`src/rtl/lc3b_types.sv`:
```
`default_nettype none
// +----------------------------------------------------------------------+
// | lc3b_types : shared widths, line/word types and arbiter state enum   |
// | Revision   : 1.0                                                     |
// +----------------------------------------------------------------------+
package lc3b_types;

  localparam int LC3B_WORD_W = 16;
  localparam int LC3B_LINE_W = 128;

  typedef logic [LC3B_WORD_W-1:0] lc3b_word;
  typedef logic [LC3B_LINE_W-1:0] lc3b_line;

  typedef enum logic [1:0] {
    IDLE    = 2'd0,
    SERVE_I = 2'd1,
    SERVE_D = 2'd2
  } cache_arb_state;

endpackage
`default_nettype wire

```
`src/rtl/cache_arbiter_if.sv`:
```
`default_nettype none
// +----------------------------------------------------------------------+
// | cache_arbiter_if : I-cache, D-cache and L2 buses around the arbiter  |
// | Revision         : 1.0                                               |
// +----------------------------------------------------------------------+
interface cache_arbiter_if #(
  parameter int ADDR_WIDTH = 16,
  parameter int LINE_WIDTH = 128
);
  logic                  i_pmem_read;
  logic [ADDR_WIDTH-1:0] i_pmem_address;
  logic                  i_pmem_resp;
  logic [LINE_WIDTH-1:0] i_pmem_rdata;

  logic                  d_pmem_read;
  logic                  d_pmem_write;
  logic [ADDR_WIDTH-1:0] d_pmem_address;
  logic [LINE_WIDTH-1:0] d_pmem_wdata;
  logic                  d_pmem_resp;
  logic [LINE_WIDTH-1:0] d_pmem_rdata;

  logic                  l2_read;
  logic                  l2_write;
  logic [ADDR_WIDTH-1:0] l2_address;
  logic [LINE_WIDTH-1:0] l2_wdata;
  logic [LINE_WIDTH-1:0] l2_rdata;
  logic                  l2_resp;

  logic [15:0]           conflict_count;
  logic                  last_grant;

  modport slave (
    input  i_pmem_read, i_pmem_address,
    output i_pmem_resp, i_pmem_rdata,
    input  d_pmem_read, d_pmem_write, d_pmem_address, d_pmem_wdata,
    output d_pmem_resp, d_pmem_rdata,
    output l2_read, l2_write, l2_address, l2_wdata,
    input  l2_rdata, l2_resp,
    output conflict_count, last_grant
  );

  modport master (
    output i_pmem_read, i_pmem_address,
    input  i_pmem_resp, i_pmem_rdata,
    output d_pmem_read, d_pmem_write, d_pmem_address, d_pmem_wdata,
    input  d_pmem_resp, d_pmem_rdata,
    input  l2_read, l2_write, l2_address, l2_wdata,
    output l2_rdata, l2_resp,
    input  conflict_count, last_grant
  );
endinterface
`default_nettype wire

```
`src/rtl/sat_counter.sv`:
```
`default_nettype none
// +----------------------------------------------------------------------+
// | sat_counter : 16-bit up-counter, saturates at all-ones, sync clear   |
// | Revision    : 1.0                                                    |
// +----------------------------------------------------------------------+
module sat_counter (
  input  wire logic        clk,
  input  wire logic        i_clr,
  input  wire logic        i_en,
  output logic [15:0]      o_count
);

  logic [15:0] r_count;

  always_ff @(posedge clk) begin
    if (i_clr) begin
      r_count <= 16'd0;
    end else if (i_en && !(&r_count)) begin
      r_count <= r_count + 16'd1;
    end
  end

  assign o_count = r_count;

endmodule
`default_nettype wire

```
`src/rtl/cache_arbiter.sv`:
```
`default_nettype none
// +----------------------------------------------------------------------+
// | cache_arbiter : round-robin I/D cache arbitration onto a shared L2   |
// | Revision      : 1.0                                                  |
// +----------------------------------------------------------------------+
module cache_arbiter
  import lc3b_types::*;
#(
  parameter int ADDR_WIDTH = LC3B_WORD_W,
  parameter int LINE_WIDTH = LC3B_LINE_W
) (
  input  wire logic       clk,
  input  wire logic       rst,
  cache_arbiter_if.slave  bus
);

  cache_arb_state        r_state;
  logic                  r_last_grant;

  logic                  w_i_req;
  logic                  w_d_req;
  logic                  w_conflict;
  logic                  w_l2_read;
  logic                  w_l2_write;
  logic                  w_i_resp;
  logic                  w_d_resp;
  logic [ADDR_WIDTH-1:0] w_l2_address;
  logic [LINE_WIDTH-1:0] w_l2_wdata;
  logic [15:0]           w_count;

  assign w_i_req = bus.i_pmem_read;
  assign w_d_req = bus.d_pmem_read | bus.d_pmem_write;

  // On a tie the side that was not served last wins.
  always_ff @(posedge clk) begin
    if (rst) begin
      r_state      <= IDLE;
      r_last_grant <= 1'b1;
    end else begin
      case (r_state)
        IDLE: begin
          if (w_i_req && (!w_d_req || r_last_grant)) begin
            r_state      <= SERVE_I;
            r_last_grant <= 1'b0;
          end else if (w_d_req) begin
            r_state      <= SERVE_D;
            r_last_grant <= 1'b1;
          end
        end
        SERVE_I, SERVE_D: begin
          if (bus.l2_resp) begin
            r_state <= IDLE;
          end
        end
        default: r_state <= IDLE;
      endcase
    end
  end

  always_comb begin
    w_l2_read    = 1'b0;
    w_l2_write   = 1'b0;
    w_l2_address = '0;
    w_l2_wdata   = '0;
    w_i_resp     = 1'b0;
    w_d_resp     = 1'b0;
    w_conflict   = 1'b0;
    case (r_state)
      SERVE_I: begin
        w_l2_read    = 1'b1;
        w_l2_address = bus.i_pmem_address;
        w_i_resp     = bus.l2_resp;
        w_conflict   = w_d_req;
      end
      SERVE_D: begin
        w_l2_write   = bus.d_pmem_write;
        w_l2_read    = !bus.d_pmem_write;
        w_l2_address = bus.d_pmem_address;
        w_l2_wdata   = bus.d_pmem_wdata;
        w_d_resp     = bus.l2_resp;
        w_conflict   = w_i_req;
      end
      default: ;
    endcase
  end

  sat_counter u_conflict_cnt (
    .clk     (clk),
    .i_clr   (rst),
    .i_en    (w_conflict),
    .o_count (w_count)
  );

  assign bus.l2_read        = w_l2_read;
  assign bus.l2_write       = w_l2_write;
  assign bus.l2_address     = w_l2_address;
  assign bus.l2_wdata       = w_l2_wdata;
  assign bus.i_pmem_resp    = w_i_resp;
  assign bus.d_pmem_resp    = w_d_resp;
  assign bus.i_pmem_rdata   = bus.l2_rdata;
  assign bus.d_pmem_rdata   = bus.l2_rdata;
  assign bus.conflict_count = w_count;
  assign bus.last_grant     = r_last_grant;

endmodule
`default_nettype wire

```
`src/flat_wrapper.sv`:
```
// flat-port wrapper written by rule: the top's interface ports become plain ports
module cache_arbiter_flat import lc3b_types::*;
#(
  parameter int ADDR_WIDTH = LC3B_WORD_W,
  parameter int LINE_WIDTH = LC3B_LINE_W
)
  (clk, rst, bus_i_pmem_read, bus_i_pmem_address, bus_i_pmem_resp, bus_i_pmem_rdata, bus_d_pmem_read, bus_d_pmem_write, bus_d_pmem_address, bus_d_pmem_wdata, bus_d_pmem_resp, bus_d_pmem_rdata, bus_l2_read, bus_l2_write, bus_l2_address, bus_l2_wdata, bus_l2_rdata, bus_l2_resp, bus_conflict_count, bus_last_grant);
  cache_arbiter_if #(.ADDR_WIDTH(ADDR_WIDTH), .LINE_WIDTH(LINE_WIDTH)) bus_i ();
  input  wire logic clk;
  input  wire logic rst;
  input wire logic [$bits(bus_i.i_pmem_read)-1:0] bus_i_pmem_read;
  input wire logic [$bits(bus_i.i_pmem_address)-1:0] bus_i_pmem_address;
  output wire logic [$bits(bus_i.i_pmem_resp)-1:0] bus_i_pmem_resp;
  output wire logic [$bits(bus_i.i_pmem_rdata)-1:0] bus_i_pmem_rdata;
  input wire logic [$bits(bus_i.d_pmem_read)-1:0] bus_d_pmem_read;
  input wire logic [$bits(bus_i.d_pmem_write)-1:0] bus_d_pmem_write;
  input wire logic [$bits(bus_i.d_pmem_address)-1:0] bus_d_pmem_address;
  input wire logic [$bits(bus_i.d_pmem_wdata)-1:0] bus_d_pmem_wdata;
  output wire logic [$bits(bus_i.d_pmem_resp)-1:0] bus_d_pmem_resp;
  output wire logic [$bits(bus_i.d_pmem_rdata)-1:0] bus_d_pmem_rdata;
  output wire logic [$bits(bus_i.l2_read)-1:0] bus_l2_read;
  output wire logic [$bits(bus_i.l2_write)-1:0] bus_l2_write;
  output wire logic [$bits(bus_i.l2_address)-1:0] bus_l2_address;
  output wire logic [$bits(bus_i.l2_wdata)-1:0] bus_l2_wdata;
  input wire logic [$bits(bus_i.l2_rdata)-1:0] bus_l2_rdata;
  input wire logic [$bits(bus_i.l2_resp)-1:0] bus_l2_resp;
  output wire logic [$bits(bus_i.conflict_count)-1:0] bus_conflict_count;
  output wire logic [$bits(bus_i.last_grant)-1:0] bus_last_grant;
  assign bus_i.i_pmem_read = bus_i_pmem_read;
  assign bus_i.i_pmem_address = bus_i_pmem_address;
  assign bus_i_pmem_resp = bus_i.i_pmem_resp;
  assign bus_i_pmem_rdata = bus_i.i_pmem_rdata;
  assign bus_i.d_pmem_read = bus_d_pmem_read;
  assign bus_i.d_pmem_write = bus_d_pmem_write;
  assign bus_i.d_pmem_address = bus_d_pmem_address;
  assign bus_i.d_pmem_wdata = bus_d_pmem_wdata;
  assign bus_d_pmem_resp = bus_i.d_pmem_resp;
  assign bus_d_pmem_rdata = bus_i.d_pmem_rdata;
  assign bus_l2_read = bus_i.l2_read;
  assign bus_l2_write = bus_i.l2_write;
  assign bus_l2_address = bus_i.l2_address;
  assign bus_l2_wdata = bus_i.l2_wdata;
  assign bus_i.l2_rdata = bus_l2_rdata;
  assign bus_i.l2_resp = bus_l2_resp;
  assign bus_conflict_count = bus_i.conflict_count;
  assign bus_last_grant = bus_i.last_grant;
  cache_arbiter #(.ADDR_WIDTH(ADDR_WIDTH), .LINE_WIDTH(LINE_WIDTH)) u_core (.clk(clk), .rst(rst), .bus(bus_i));
endmodule
```
`config.mk`:
```
export PLATFORM = sky130hd
export DESIGN_NAME = cache_arbiter_flat
export DESIGN_NICKNAME = d
export VERILOG_FILES = /design/src/rtl/lc3b_types.sv /design/src/rtl/cache_arbiter_if.sv /design/src/rtl/sat_counter.sv /design/src/rtl/cache_arbiter.sv /design/src/flat_wrapper.sv
export SDC_FILE = /design/constraint.sdc
export NUM_CORES = 1
export LEC_CHECK = 0
export BUFFER_PORTS_ARGS = -buffer_cell sky130_fd_sc_hd__buf_2
export CORE_AREA = 2 2 275 277
export CTS_CLUSTER_SIZE = 24
export DETAILED_ROUTE_END_ITERATION = 10
export DIE_AREA = 0 0 277 279
export GPL_TIMING_DRIVEN = 1
export SLEW_MARGIN = 20
export SYNTH_ARGS = -nofsm -noshare
export SYNTH_HDL_FRONTEND = slang
export SYNTH_SLANG_ARGS = --single-unit
```
`constraint.sdc`:
```
create_clock -name clk -period 2.3 [get_ports clk]
set_input_delay 0.575 -clock clk [delete_from_list [all_inputs] [get_ports clk]]
set_output_delay 0.575 -clock clk [all_outputs]
set_load 0.02 [all_outputs]
```
==> flow_summary.toml <==
[synthesis]
syn_inst = 571
yosysTopAreaCell = "buf_4"
seq_area_frac_synth = 0.09121
syn_area_um2 = 4170
synth_nets = 869
yosys-top-cells-count = "buf_4 (257), and2_1 (133), clkbuf_1 (22)"
ys_seq_elements = 19
synth_top_area_frac = 0.4626
synth-edff-count = 0
yosysWarnings = 0
synth_area_leaders = "buf_4 (46%), and2_1 (20%), dfxtp_1 (9.1%), nor2b_1 (3.0%), a22oi_1 (2.9%)"
ys_async_sr_fraction = 0
synth.distinct_cells = 42
synth.most_common_cell = "buf_4"
synth_top_flop_cell = "dfxtp_1"
syn_avg_cell_area_um2 = 7.303

[power_and_ir_drop]
ir_drop_v = 0.0003217
cellLeakagePower_nw = 2.492
power_mw = 2.243
powerDensity_nw_per_um2 = 407.2

[route]
detail_route.wl_per_cell_um = 24.58
vias = 4144
postRouteWirelength_um = 39790
via_per_inst = 2.560
drtIter0Drc = 118
route.antenna.remaining_nets = 0
firstDrtPassIters = 4
post-route-drc-count = 0

[clocking]
clk_latency_ns = 0.25
cts_sinks = 19
cts_root_buffer = "clkbuf_16"
tritoncts = "done"
cts-htree-levels = 1
cts_hold_buf = 0
cts.path.max_buffers = 2
clk_pin_slew_ns = 0.05
cts_buffers = 3

[sta]
clock.fmax_mhz = 442.9
final-max-slew-violation-count = 0
tightest_slew_ns = 0.4024
hold_viol_final = 0
fin_skew_ns = 0.001035
setup_ws_ns = 0.04218
tns_ns = 0
post-route-period-util = 0.9817
hold_ws_ns = 0.5250
period_minus_slack_ns = 2.258
rsz0062_at_grt = "yes"
setup_viol_count_final = 0
slew_headroom = 0.7317

[critical_path]
cp-end-kind = "output port"
cp.arrival_ns = 1.68
cp_num_buf_inv = 4
crit_chain = "buf_12 > ha_4 > buf_12 > buf_12 > and2_1 > buf_2"
slowest_stage = "dfxtp_2"
cp_max_fo = 72
path_common_cell = "buf_12"
critPathTopFamily = "buffers and inverters"
r2r_start = "u_core.r_state[1]$_SDFFE_PP0P_"
required_ns = 1.73
startpoint_type = "flip-flop"
crit_type = "flip-flop to output port"
slowest_delay_ns = 0.35
crit_start = "u_core.r_state[1]$_SDFFE_PP0P_"

[die]
pin_count = 715
core-area_um2 = 74070
dieArea_um2 = 77280
row_count = 100
die_w_um = 277
chipHeight_um = 279
initial_core_util = 0.05630

[global_route]
grt_pass1_vias = 4134
grt_max_degree = 73
grt_pass1_wl_um = 48200
gr-total-overflow = 0
antenna_found_initial = 39
track_usage = 0.09712

[placed_design]
hpwl_um = 36570
dp.cells = 1605
place.gp.congestion = 0.7393
dp_slack_ns = 0.03895
portBuffers = 330

[run]
drv_cap = 0

[layout]
syn2layout_area_growth_pct = 32.10
fin_nets = 943
fin_cells = 1619
drive_gt1_frac = 0.5916

[status]
status = "finished, final reports clean"

[min_path]
worstHoldStart = "u_core.u_conflict_cnt.o_count[5]$_SDFFE_PP0P_"
worstHoldPathType = "flip-flop to flip-flop"
## sequential cells by signal, summed over array words and instances (netlist names)
signal                         cells
u_core.bus.last_grant              1
u_core.r_state                     2
u_core.u_conflict_cnt.o_count     16
## metal layers
layer / track usage / part of all wire / vias to the layer above
met1: 0.1080 / 0.38 / 1754
met3: 0.08158 / 0.19 / 115
li1: - / - / 1737
met4: 0.02285 / 0.028 / 28
met2: 0.1396 / 0.40 / 510
met5: 0 / 0.0041 / -
## cells in the final DEF, fill, tap and decap left out, types with 2 or more instances in the layout
cell | Yosys | layout
a211oi_1 | 5 | 5
a21oi_1 | 15 | 15
a22oi_1 | 16 | 13
a22oi_2 | 0 | 3
and2_1 | 133 | 132
and4_1 | 3 | 3
buf_12 | 0 | 12
buf_2 | 0 | 319
buf_4 | 257 | 13
buf_6 | 2 | 2
clkbuf_16 | 0 | 3
clkbuf_4 | 0 | 4
dfxtp_1 | 19 | 18
diode_2 | 0 | 6
ha_1 | 4 | 2
inv_1 | 7 | 7
mux2_2 | 2 | 2
nand2_1 | 5 | 5
nand3_1 | 5 | 5
nand4_1 | 6 | 6
nor2_1 | 7 | 7
nor2b_1 | 20 | 13
nor2b_2 | 0 | 7
nor3_1 | 4 | 3
nor4_1 | 3 | 2
o21a_1 | 2 | 2
o21ai_0 | 2 | 2
o31ai_1 | 6 | 6
or2_2 | 2 | 2
or4_1 | 6 | 6
## cell type report
cell class | count | area (um^2)
well taps | 969 | 1212
inverters | 7 | 26.28
flip-flops and latches | 19 | 381.6
diodes | 6 | 15.01
repair buffers | 351 | 2002
clock buffers | 4 | 78.83
fillers | 8821 | 68560
multi-input cells | 263 | 1793
## power by group
part	leakage [nW]	switching [mW]	total [mW]	internal, mW
Combinational	2.30	0.918	1.53	0.613
Sequential	0.154	0.00958	0.350	0.340
Clock	0.0382	0.127	0.363	0.236
## worst min-delay path, delay by kind of cell (launching register included)
family             cells  cell delay, ns
AOI/OAI and AO/OA      2            0.14
DFF                    1            0.34
## timing repair
item | CTS | global route
setup endpoints to repair | 128 | 28
gates resized for setup | 10 | 16
setup buffers | 4 | 0
cloned | 0 | 0
pin swaps | 2 | 2
endpoints found under the hold margin | 0 | 0
## cells by family (layout without fill, tap and decap cells)
| group | count (synthesis) | in the layout | synth area share |
|---|---|---|---|
| compound gates | 57 | 57 | 0.09631 |
| fa+ha+maj | 4 | 4 | 0.01200 |
| buf+inv | 289 | 362 | 0.4950 |
| flops | 19 | 19 | 0.09121 |
| mux | 2 | 2 | 0.005400 |
| other cells | 0 | 6 | 0 |
| simple gates | 200 | 200 | 0.3000 |
## worst paths after layout
kind                                                   end  slack [ns]  cells past startpoint
max                                       bus_l2_wdata[58]        0.04                      6
min          u_core.u_conflict_cnt.o_count[5]$_SDFFE_PP0P_        0.53                      2
max reg2reg  u_core.u_conflict_cnt.o_count[7]$_SDFFE_PP0P_        0.14                      9
min reg2reg  u_core.u_conflict_cnt.o_count[5]$_SDFFE_PP0P_        0.53                      2
## per-stage QoR
stage / util / area (um^2)
2_1_floorplan: - / 4170
3_3_place_gp: 0.07106 / 5264
3_5_place_dp: 0.07106 / 5264
4_1_cts: 0.07340 / 5436
5_1_grt: 0.07424 / 5499
6_report: 0.07438 / 5509
No activity file was read; power rests on OpenSTA's default activity.
